==> config.mk <==
export PLATFORM = sky130hd
export DESIGN_NAME = data_cache_controller
export DESIGN_NICKNAME = d
export VERILOG_FILES = /design/src/rtl/data_cache_controller.sv
export SDC_FILE = /design/constraint.sdc
export NUM_CORES = 1
export LEC_CHECK = 0
export BUFFER_PORTS_ARGS = -buffer_cell sky130_fd_sc_hd__buf_2
export CORE_UTILIZATION = 36
export CTS_BUF_LIST = sky130_fd_sc_hd__clkbuf_8 sky130_fd_sc_hd__clkbuf_16
export DETAILED_ROUTE_END_ITERATION = 16
export SLEW_MARGIN = 20
export SYNTH_ARGS = -nofsm -noshare
export SYNTH_HDL_FRONTEND = slang
export SYNTH_SLANG_ARGS = --single-unit
export TNS_END_PERCENT = 10
==> constraint.sdc <==
create_clock -name clk -period 8.7 [get_ports clk]
set_clock_uncertainty 0.2 [all_clocks]
set_input_delay 0.87 -clock clk [delete_from_list [all_inputs] [get_ports clk]]
set_output_delay 0.87 -clock clk [all_outputs]
set_load 0.01 [all_outputs]
==> src/rtl/data_cache_controller.sv <==
// Direct-mapped, write-through, no-write-allocate data cache between the
// pipeline MEM stage and a fixed-latency line memory (req/ack handshake).
// Raises busy to stall the pipeline while a fill or write-through is in
// flight and serves the re-presented request from the cache afterwards.
module data_cache_controller #(
  parameter int INDEX_BITS = 2,
  parameter int CNT_WIDTH  = 16
) (
  input  logic                 clk,
  input  logic                 reset_n,
  input  logic                 req_read,
  input  logic                 req_write,
  input  logic [15:0]          req_addr,
  input  logic [15:0]          req_wdata,
  output logic [15:0]          req_rdata,
  output logic                 busy,
  output logic                 mem_read,
  output logic                 mem_write,
  output logic [15:0]          mem_addr,
  output logic [15:0]          mem_wdata,
  input  logic [63:0]          mem_rdata,
  input  logic                 mem_ack,
  output logic [CNT_WIDTH-1:0] hit_count,
  output logic [CNT_WIDTH-1:0] miss_count
);

  localparam int LINES = 1 << INDEX_BITS;
  localparam int TAG_W = 16 - INDEX_BITS - 2;

  typedef enum logic [1:0] {IDLE, FILL, WRITE} state_e;

  state_e                 state_q, state_d;
  logic [LINES-1:0]       valid_q, valid_d;
  logic [TAG_W-1:0]       tag_q  [LINES];
  logic [TAG_W-1:0]       tag_d  [LINES];
  logic [3:0][15:0]       line_q [LINES];
  logic [3:0][15:0]       line_d [LINES];
  logic [15:0]            addr_q, addr_d;
  logic [15:0]            wdata_q, wdata_d;
  logic                   mem_read_q, mem_read_d;
  logic                   mem_write_q, mem_write_d;
  logic                   replay_q, replay_d;
  logic                   rtype_q, rtype_d;   // 1 = latched op was a write
  logic [CNT_WIDTH-1:0]   hit_q, hit_d;
  logic [CNT_WIDTH-1:0]   miss_q, miss_d;

  logic [INDEX_BITS-1:0]  req_idx, lat_idx;
  logic [TAG_W-1:0]       req_tag, lat_tag;
  logic [1:0]             req_off, lat_off;
  logic                   req_hit, lat_hit, replay_match;

  // Counters stick at all-ones instead of wrapping.
  function automatic logic [CNT_WIDTH-1:0] sat_inc(input logic [CNT_WIDTH-1:0] v);
    return (&v) ? v : v + 1'b1;
  endfunction

  assign req_off = req_addr[1:0];
  assign req_idx = req_addr[INDEX_BITS+1:2];
  assign req_tag = req_addr[15:INDEX_BITS+2];
  assign lat_off = addr_q[1:0];
  assign lat_idx = addr_q[INDEX_BITS+1:2];
  assign lat_tag = addr_q[15:INDEX_BITS+2];

  assign req_hit = valid_q[req_idx] && (tag_q[req_idx] == req_tag);
  assign lat_hit = valid_q[lat_idx] && (tag_q[lat_idx] == lat_tag);

  // The stalled pipeline re-presents the finished request once; a write
  // matches on the exact word, a read on the filled line (and must now hit).
  assign replay_match = replay_q &&
                        (req_write ? (rtype_q && (req_addr == addr_q))
                                   : (req_read && !rtype_q &&
                                      (req_addr[15:2] == addr_q[15:2]) && req_hit));

  // Next-state, line updates, counters and combinational busy/rdata.
  always_comb begin
    state_d     = state_q;
    valid_d     = valid_q;
    tag_d       = tag_q;
    line_d      = line_q;
    addr_d      = addr_q;
    wdata_d     = wdata_q;
    mem_read_d  = mem_read_q;
    mem_write_d = mem_write_q;
    replay_d    = replay_q;
    rtype_d     = rtype_q;
    hit_d       = hit_q;
    miss_d      = miss_q;
    busy        = 1'b0;
    req_rdata   = '0;
    case (state_q)
      IDLE: begin
        replay_d = 1'b0;
        if (replay_match) begin
          if (!req_write) req_rdata = line_q[req_idx][req_off];
        end else if (req_write) begin
          busy        = 1'b1;
          addr_d      = req_addr;
          wdata_d     = req_wdata;
          rtype_d     = 1'b1;
          mem_write_d = 1'b1;
          state_d     = WRITE;
          if (req_hit) hit_d  = sat_inc(hit_q);
          else         miss_d = sat_inc(miss_q);
        end else if (req_read) begin
          if (req_hit) begin
            req_rdata = line_q[req_idx][req_off];
            hit_d     = sat_inc(hit_q);
          end else begin
            busy       = 1'b1;
            addr_d     = {req_addr[15:2], 2'b00};
            rtype_d    = 1'b0;
            mem_read_d = 1'b1;
            miss_d     = sat_inc(miss_q);
            state_d    = FILL;
          end
        end
      end
      FILL: begin
        busy = 1'b1;
        if (mem_ack) begin
          valid_d[lat_idx] = 1'b1;
          tag_d[lat_idx]   = lat_tag;
          line_d[lat_idx]  = mem_rdata;
          replay_d         = 1'b1;
          mem_read_d       = 1'b0;
          state_d          = IDLE;
        end
      end
      WRITE: begin
        busy = 1'b1;
        if (mem_ack) begin
          if (lat_hit) line_d[lat_idx][lat_off] = wdata_q;
          replay_d    = 1'b1;
          mem_write_d = 1'b0;
          state_d     = IDLE;
        end
      end
      default: state_d = IDLE;
    endcase
  end

  // Control and memory-interface registers; reset abandons any transfer.
  always_ff @(posedge clk or negedge reset_n) begin
    if (!reset_n) begin
      state_q     <= IDLE;
      valid_q     <= '0;
      addr_q      <= '0;
      wdata_q     <= '0;
      mem_read_q  <= 1'b0;
      mem_write_q <= 1'b0;
      replay_q    <= 1'b0;
      rtype_q     <= 1'b0;
      hit_q       <= '0;
      miss_q      <= '0;
    end else begin
      state_q     <= state_d;
      valid_q     <= valid_d;
      addr_q      <= addr_d;
      wdata_q     <= wdata_d;
      mem_read_q  <= mem_read_d;
      mem_write_q <= mem_write_d;
      replay_q    <= replay_d;
      rtype_q     <= rtype_d;
      hit_q       <= hit_d;
      miss_q      <= miss_d;
    end
  end

  // Tag and data arrays need no reset: valid bits gate every use.
  always_ff @(posedge clk) begin
    tag_q  <= tag_d;
    line_q <= line_d;
  end

  assign mem_read   = mem_read_q;
  assign mem_write  = mem_write_q;
  assign mem_addr   = addr_q;
  assign mem_wdata  = wdata_q;
  assign hit_count  = hit_q;
  assign miss_count = miss_q;

endmodule

======== Word level (Yosys, flattened, before mapping) ========
Cells that the tools add are included.
storage, ports and cells
  bits in registers ....................... 378
  bits in latches ......................... 0
  RAM bits ................................ 0
  memory bits (read-only) ................. 0
  output and inout port bits .............. 83
  logic and storage cells ................. 167
  memories ................................ 0
operators by class
  add/sub/neg operators ................... 2
  multipliers ............................. 0
  div/mod/pow operators ................... 0
  order comparisons ....................... 9
  equality and inequality tests ........... 18
  shifts and indexed selects .............. 0
  mux-type cells .......................... 75
  bitwise logic cells ..................... 4
  reduce and logical (&&, ||, !) cells .... 29
operators with widths
  cell                                                 count
  2-to-1 mux 256 bit                                   3
  bitwise mux 256 bit                                  2
  one-hot mux 256 bit (2 select lines)                 1
  2-to-1 mux 16 bit                                    19
  demux 64 bit (select 2 bit)                          2
  2-to-1 mux 64 bit                                    4
  binary-select mux 64 bit (select 2 bit)              1
  2-to-1 mux 12 bit                                    5
  binary-select mux 12 bit (select 2 bit)              2
  bitwise mux 48 bit                                   1
  adder 16 x 1 -> 16 bit (second input constant)       2
  binary-select mux 16 bit (select 2 bit)              1
  demux 16 bit (select 2 bit)                          1
  AND reduction 16 bit                                 2
  demux 12 bit (select 2 bit)                          1
  == test 12 bit                                       2
  2-to-1 mux 1 bit                                     19
  != test 2 bit (second input constant)                9
  == test 16 bit                                       1
  AND reduction 4 bit                                  4
  == test 14 bit                                       1
  < comparator 2 x 3 -> 1 bit (second input constant)  4
  logical AND 1 bit                                    10
  2-to-1 mux 2 bit                                     5
  21 further kinds                                     35

======== Depth between registers and ports, before layout ========
Gate-level depths: netlist of run 1.
  depth in word-level cells ............... 11
  depth in mapped cells ................... 10
  depth with buffers taken out ............ 8

======== Worst setup path before layout of run 1 ========
No wires, ideal clock.
  path type ............................... input-to-output
  from .................................... in req_addr[2]
  to ...................................... out req_rdata[10]
  data arrival time ....................... 3.080 ns
  data required time ...................... 7.630 ns
  slack ................................... 4.550 ns
  stages on the path ...................... 7
  cell sequence ........................... buf_6 buf_6 buf_2 buf_1 mux4_2 mux4_2 nor3b_2
between the ends
  word-level cells in the longest chain between the ends .. 11
ends and longest elaborated chain
  element                                                                                             RTL line     RTL
  start, declared                                                                                     13           input logic [15:0] req_addr,
  inverter 2 -> 3 bit (not written as such)                                                           64, 94, 106
  binary-select mux 12 bit (select 2 bit) or binary-select mux 64 bit (select 2 bit) (tied branches)  64, 94, 106
  2-to-1 mux 12 bit (not written as such) or 2-to-1 mux 64 bit (tied branches) (2 in a row)           64, 94, 106
  == test 12 bit or binary-select mux 16 bit (select 2 bit) (tied branches)                           64, 94, 106
  logical AND 1 bit or 2-to-1 mux 16 bit (tied branches)                                              64, 94, 106
  2-to-1 mux 16 bit or logical AND 1 bit (tied branches)                                              105, 72
  2-to-1 mux 16 bit or 2-to-1 mux 1 bit (tied branches)                                               104, 70
  2-to-1 mux 16 bit or logical AND 1 bit (tied branches)                                              95, 69
  2-to-1 mux 16 bit (*)                                                                               93           if (replay_match) begin
  2-to-1 mux 16 bit (*)                                                                               90           case (state_q)
  end, declared                                                                                       15           output logic [15:0] req_rdata,
Every way passes the cells marked *; elsewhere a longest branch is shown, timed or not. The select of a mux whose other input is x is not followed.

======== Worst setup path after layout of run 1 ========
  from .................................... in req_addr[3]
  to ...................................... out req_rdata[0]
Same word-level chain as after synthesis.

==> impl_results.md, run 1 <==
- Worst-margin pin slew: 1.10 ns
- Number of flops mapped to enable cells by yosys: 304
- Clock Path Buffers: 3
- TritonRoute pass-1 iters: 5
- Fmax: 188 MHz
- Slew Viols, Final: 0
- Synth cell types: 57
- Data required, critical path: 7.63 ns
- Commonest register cell after synthesis: edfxtp_1
- Crit-path max cell delay: 0.86 ns
- Initial Utilization: 36.4%
- P_leak: 7.75 nW
- Clk pin slew, worst setup/hold paths: 0.06 ns
- WHS: 0.150 ns
- Worst hold path type: input port to asynchronous set/reset pin
- Slew headroom: 27.0%
- Largest net degree at the start of global routing: 75
- Drt total wl: 55.2 mm
- H-Tree Level Count: 2
- Status: finished clean
- Post-route DRC: 0
- Worst Reg-to-Reg Cells: 8
- Final-report setup violation count: 0
- Proportion of layout cells with a drive suffix above 1: 29.4%
- Post_cts resized: 0
- Crit path top cell by count: buf_4
- Post-CTS Setup Repair Bufs: 0
- R2r endpoint: line_q[139]$_DFFE_PP_
- Die width: 227 um
- Cell Rows: 82
- Worst setup EP type: output port
- WP data arrival: 4.25 ns
- Fin crit share: 61.1%
- Fin Setup TNS: 0 ns
- # port buffers: 183
- Switching power total: 2.40 mW
- DP HPWL: 36.2 mm
- Reg-to-reg slack, setup: 3.99 ns
- Grt total ovfl: 0
- Warnings, synthesis: 0
- Crit Path Max Fanout: 70
- Reg power frac: 40.8%
- Die Area: 51500 um^2
- Crit path kind: input port to output port
- Sw frac: 37.6%
- Worst vdd ir: 0.167 mV
- Crit path launch: req_addr[3]
- Final antenna-violating net count: 0
- Vias: 12279
- Hold Vio Cnt, Final: 0
- Async SR Flop Fraction: 19.6%
- Worst r2r src: mem_addr[2]$_DFFE_PN0P_
- Area Growth Syn to Fin: 16.9%
- Power Dens Cells: 300 nW/um^2
- GPL Wtd Cong: 0.815
- Clock Power Share: 27.3%
- Root Buffer: clkbuf_16
- Initial drt markers: 1318
- Max Cap Violations: 0
- Count of nets after finishing: 1630
- Seq/Total Area, Yosys: 60.2%
- Num CTS Buffers: 41
- Total track usage: 21.7%
- Clock sinks: 378
- Vias in the first global route: 12278
- RSZ-0062 raised after global routing: no
- Worst-Skew Late Latency: 0.57 ns
- Multi-input logic area: 6800 um^2
- Avg WL per Cell: 24.8 um
- Int Power: 3.99 mW
- First-pass GRT wire length: 80.8 mm
- Die height: 227 um
- Mapped Nets: 1459
- Final min period: 5.32 ns
- Antenna violations before repair: 5
- Sequential Area: 11000 um^2
- Syn Std Cell Area: 18200 um^2
- Vias per cell: 5.52
- Syn Inst Count: 1352
- Hold_buf cts: 0
- Buffer and inverter count on the worst path: 4
- Core area: 50100 um^2
- CTS tree: built
- IO Pins: 184
- Logic gate share of total power: 31.9%
- FF+latch count, synth: 378
- Fill count: 4650
- Critical path's slowest cell: buf_4
- Avg Cell Area, Syn: 13.5 um^2
- CP Cell Sequence: buf_4 -> buf_4 -> nand2_1 -> o221ai_1 -> o211ai_1 -> a2111o_1 -> o31a_1 -> buf_4 -> nor3b_1 -> buf_2
- CP top delay family: buffers and inverters
- Crit path launch type: input port
-- cell families (layout without fill, tap and decap cells) --
| kind of cell | count (synthesis) | in the layout | share of synthesized area, % |
|---|---|---|---|
| mux | 138 | 138 | 14.8 |
| compound gates | 117 | 117 | 4.39 |
| buf+inv | 124 | 324 | 2.79 |
| simple gates | 514 | 514 | 13.7 |
| fa+ha+maj | 6 | 6 | 0.412 |
| flops | 378 | 378 | 60.2 |
| xor+xnor | 75 | 75 | 3.65 |
| other cells | 0 | 2 | 0 |
-- worst max path at each step --
stage | end | slack [ns] | depth (start not counted)
after global routing | req_rdata[0] | 3.12 | 10
after global placement | req_rdata[0] | 3.30 | 10
after CTS | req_rdata[0] | 3.35 | 10
after detailed placement | req_rdata[0] | 3.36 | 10
final | req_rdata[0] | 3.38 | 10
after floorplan | req_rdata[10] | 4.55 | 7
-- state kept, by name (all words and copies together), names as in the netlist, 2 cells and up --
| name | flops |
|---|---|
| state_q | 2 |
| line_q | 256 |
| valid_q | 4 |
| tag_q | 48 |
| hit_count | 16 |
| miss_count | 16 |
| mem_addr | 16 |
| mem_wdata | 16 |
-- power by group through the flow --
| stage | clock network (mW) | registers, mW | logic [mW] |
|---|---|---|---|
| global route | 1.84 | 2.64 | 2.20 |
| CTS | 1.78 | 2.62 | 2.03 |
| global placement | 0 | 2.64 | 2.00 |
| detailed placement | 0 | 2.65 | 2.02 |
| floorplan | 0 | 2.52 | 1.25 |
| finish | 1.75 | 2.61 | 2.04 |
-- metrics by stage --
stage / instance area [um^2] / total power [mW] / instances / worst slack (ns) / util (%)
after CTS: 21300 / 6.43 / 2224 / 3.35 / 42.5
after global placement: 20000 / 4.65 / 2152 / 3.30 / 39.9
final: 21300 / 6.40 / 2226 / 3.38 / 42.6
after floorplan: 18200 / 3.77 / 1352 / 4.55 / -
after global routing: 21300 / 6.67 / 2225 / 3.12 / 42.6
after detailed placement: 20000 / 4.68 / 2152 / 3.36 / 39.9
-- per-layer routing --
| layer | share of wire (%) | up-vias | GRT usage, % |
|---|---|---|---|
| met5 | 0.096 | - | 0 |
| met1 | 40 | 6248 | 28.9 |
| li1 | - | 5396 | - |
| met3 | 8.8 | 111 | 5.27 |
| met4 | 3.3 | 8 | 8.16 |
| met2 | 48 | 516 | 34.4 |
-- cell type report --
cell class	instances	area share (%)
clock inverter	28	1.22
antenna	2	0.0235
tap	672	3.95
sequential	378	51.5
timing repair buffer	227	5.90
multi-input combinational	850	31.9
clock buffer	44	5.06
inverter	25	0.440
-- synth_stat cells (5+ instances only) --
cell type | instances | area [um^2]
edfxtp_1 | 304 | 9130
nor2_1 | 286 | 1070
mux4_2 | 102 | 2300
dfrtp_1 | 74 | 1850
clkbuf_1 | 72 | 270
nor2b_1 | 67 | 419
a31oi_1 | 66 | 413
xnor2_1 | 52 | 455
nand3_1 | 43 | 215
nand2_1 | 32 | 120
mux2_2 | 31 | 349
inv_1 | 25 | 93.8
nand4_1 | 23 | 144
xor2_1 | 22 | 193
buf_1 | 14 | 52.6
nor3b_2 | 11 | 138
a21oi_1 | 10 | 50.1
buf_2 | 8 | 40.0
o311ai_0 | 8 | 70.1
and3_1 | 7 | 43.8
nor3_2 | 7 | 70.1
nor3b_1 | 7 | 52.6
o21ai_0 | 7 | 35.0
ha_1 | 6 | 75.1
nor4_1 | 6 | 37.5
o311ai_1 | 6 | 52.6
nor3_1 | 5 | 25.0
-- placed cells by master, fill, tap and decap left out, types with 43 or more instances in the layout --
master / count
edfxtp_1: 304
buf_2: 180
dfrtp_1: 74
mux4_2: 102
nand3_1: 43
nor2b_1: 66
xnor2_1: 52
buf_4: 46
a31oi_1: 66
nor2_1: 286
Note: power is estimated with default switching activity, not from simulation.
==> inputs of run 2 (changes only) <==
==> constraint.sdc (replaced) <==
create_clock -name clk -period 4.75 [get_ports clk]
set_clock_uncertainty 0.2 [all_clocks]
set_input_delay 0.475 -clock clk [delete_from_list [all_inputs] [get_ports clk]]
set_output_delay 0.475 -clock clk [all_outputs]
set_load 0.01 [all_outputs]
==> run 2 against run 1 <==
  * Sequential cell count stayed put
  * Highest routed layer unchanged
  * Sequential power grew 87%
  * Sequential share of layout area decreased by 0.50 points
  * Critical endpoint unchanged
  * Setup slack worse by 2.8 ns
  * Combinational power increased by 76%
  * Largest cell class unchanged
  * Routed wire length increased by 1.2%
==> impl_results.md, run 2 (synthesized netlist as in run 1, its figures left out) <==
- Area post-placement: 20000 um^2
- Largest Register: line_q
- Final antenna-violating net count: 0
- Core area: 50100 um^2
- Initial Utilization: 36.4%
- Data required, critical path: 4.07 ns
- Vias in the first global route: 12276
- Root Buffer: clkbuf_16
- Initial drt markers: 1187
- Max Cap Violations: 0
- Most common cell after layout, fill and taps aside: edfxtp_1
- Grt total ovfl: 0
- Status: finished clean
- IO Pins: 184
- Fin Setup TNS: 0 ns
- Slew headroom: 30.1%
- Crit path launch type: register
- TritonRoute pass-1 iters: 5
- DP HPWL: 36.2 mm
- Vias per cell: 5.56
- Clock Path Buffers: 3
- Clk pin slew, worst setup/hold paths: 0.06 ns
- Finished Cell Area: 21500 um^2
- Drt total wl: 55.9 mm
- Crit Path Max Fanout: 20
- Power Dens Cells: 539 nW/um^2
- Slew Viols, Final: 0
- Commonest non-fill, non-tap cells in the layout: 304 x edfxtp_1, 286 x nor2_1, 180 x buf_2, 102 x mux4_2, 74 x dfrtp_1
- Worst vdd ir: 0.490 mV
- Largest net degree at the start of global routing: 75
- Fmax: 242 MHz
- Worst hold path type: input port to register
- Antenna violations before repair: 3
- Vias: 12517
- Final min period: 4.13 ns
- Hold wc startpoint: req_addr[11]
- Cell Rows: 82
- Crit path kind: register to output port
- Crit path launch: mem_addr[3]$_DFFE_PN0P_
- Hold Vio Cnt, Final: 0
- Die width: 227 um
- P_leak: 7.83 nW
- CTS tree: built
- GPL Wtd Cong: 0.852
- RSZ-0062 raised after global routing: no
- Biggest regs: line_q (256), tag_q (48)
- Worst r2r src: mem_addr[2]$_DFFE_PN0P_
- Worst-margin pin slew: 1.05 ns
- H-Tree Level Count: 2
- Fill count: 4670
- Max FFs per register: 256
- Worst setup EP type: output port
- Die Area: 51500 um^2
- First-pass GRT wire length: 81.5 mm
- Area Growth Syn to Fin: 18.1%
- Post-route DRC: 0
- Count of nets after finishing: 1654
- Multi-input logic area: 6790 um^2
- Sequential Area: 11000 um^2
- Final-report setup violation count: 0
- Total track usage: 21.9%
- Avg WL per Cell: 24.8 um
- Proportion of layout cells with a drive suffix above 1: 29.2%
- # port buffers: 183
- WHS: 0.0648 ns
- WP data arrival: 3.46 ns
- Clock sinks: 378
- Post-CTS Setup Repair Bufs: 0
- Die height: 227 um
- Fin crit share: 87.0%
- Num CTS Buffers: 42
- Worst-Skew Late Latency: 0.58 ns
## run 2: changes by cell type in the layout (fill, tap and decap cells not counted), moves of 2 or more
cell / previous run / this run
buf_4: 46 / 50
buf_12: 0 / 2
clkinv_1: 3 / 8
nand2_2: 2 / 4
bufinv_16: 4 / 2
dlygate4sd3_1: 0 / 18
nand2_4: 2 / 0
## run 2: metrics by stage
step                      utilization, %  setup WS [ns]  total power, mW  std cells
after floorplan                        -          0.963             6.90       1352
after global placement              40.0          0.794             8.42       2157
after detailed placement            40.0          0.755             8.49       2157
after CTS                           43.0          0.632             11.7       2250
after global routing                43.0          0.366             12.1       2251
final                               43.0          0.618             11.6       2251
## run 2: final timing paths
kind	slack, ns	endpoint	cells after the start
worst max-delay path	0.62	req_rdata[0]	8
min in group asynchronous	0.44	hit_count[7]$_DFFE_PN0P_	2
worst min register to register	0.29	hit_count[11]$_DFFE_PN0P_	1
worst max register to register	0.98	line_q[50]$_DFFE_PP_	9
worst min-delay path	0.06	mem_addr[11]$_DFFE_PN0P_	3
max in group asynchronous	3.29	state_q[0]$_DFFE_PN0P_	2
## run 2: metal layers
| metal | vias up | share of wire (%) | track usage (%) |
|---|---|---|---|
| met5 | - | 0.048 | 0 |
| met4 | 4 | 3.2 | 7.21 |
| met3 | 112 | 8.3 | 6.07 |
| met2 | 510 | 48 | 34.6 |
| met1 | 6446 | 41 | 29.2 |
| li1 | 5445 | - | - |
## run 2: what timing repair did
action,CTS,global route
gates resized for setup,0,0
setup endpoints to repair,0,0
hold buffers,18,0
endpoints found under the hold margin,91,0
## run 2: area by class of cell
type | count | share of cell area (%)
inverters | 25 | 0.436
flip-flops and latches | 378 | 51.0
diodes | 1 | 0.0116
clock buffers | 45 | 5.08
well taps | 672 | 3.91
multi-input cells | 850 | 31.5
repair buffers | 250 | 6.95
clock inverters | 30 | 1.06
## run 2: critical path, cell delays in order, from the launching register on
cell	delay (ns)
dfrtp_1	0.98
xnor2_1	0.24
nand4_1	0.13
nor4_1	0.29
buf_4	0.20
nand2_1	0.09
o31a_1	0.22
nor3b_1	0.49
buf_2	0.23
## run 2: report_power, final
part	internal (mW)	switching, mW
Sequential	4.18	0.693
Clock	1.78	1.36
Combinational	1.27	2.33
Total	7.22	4.38
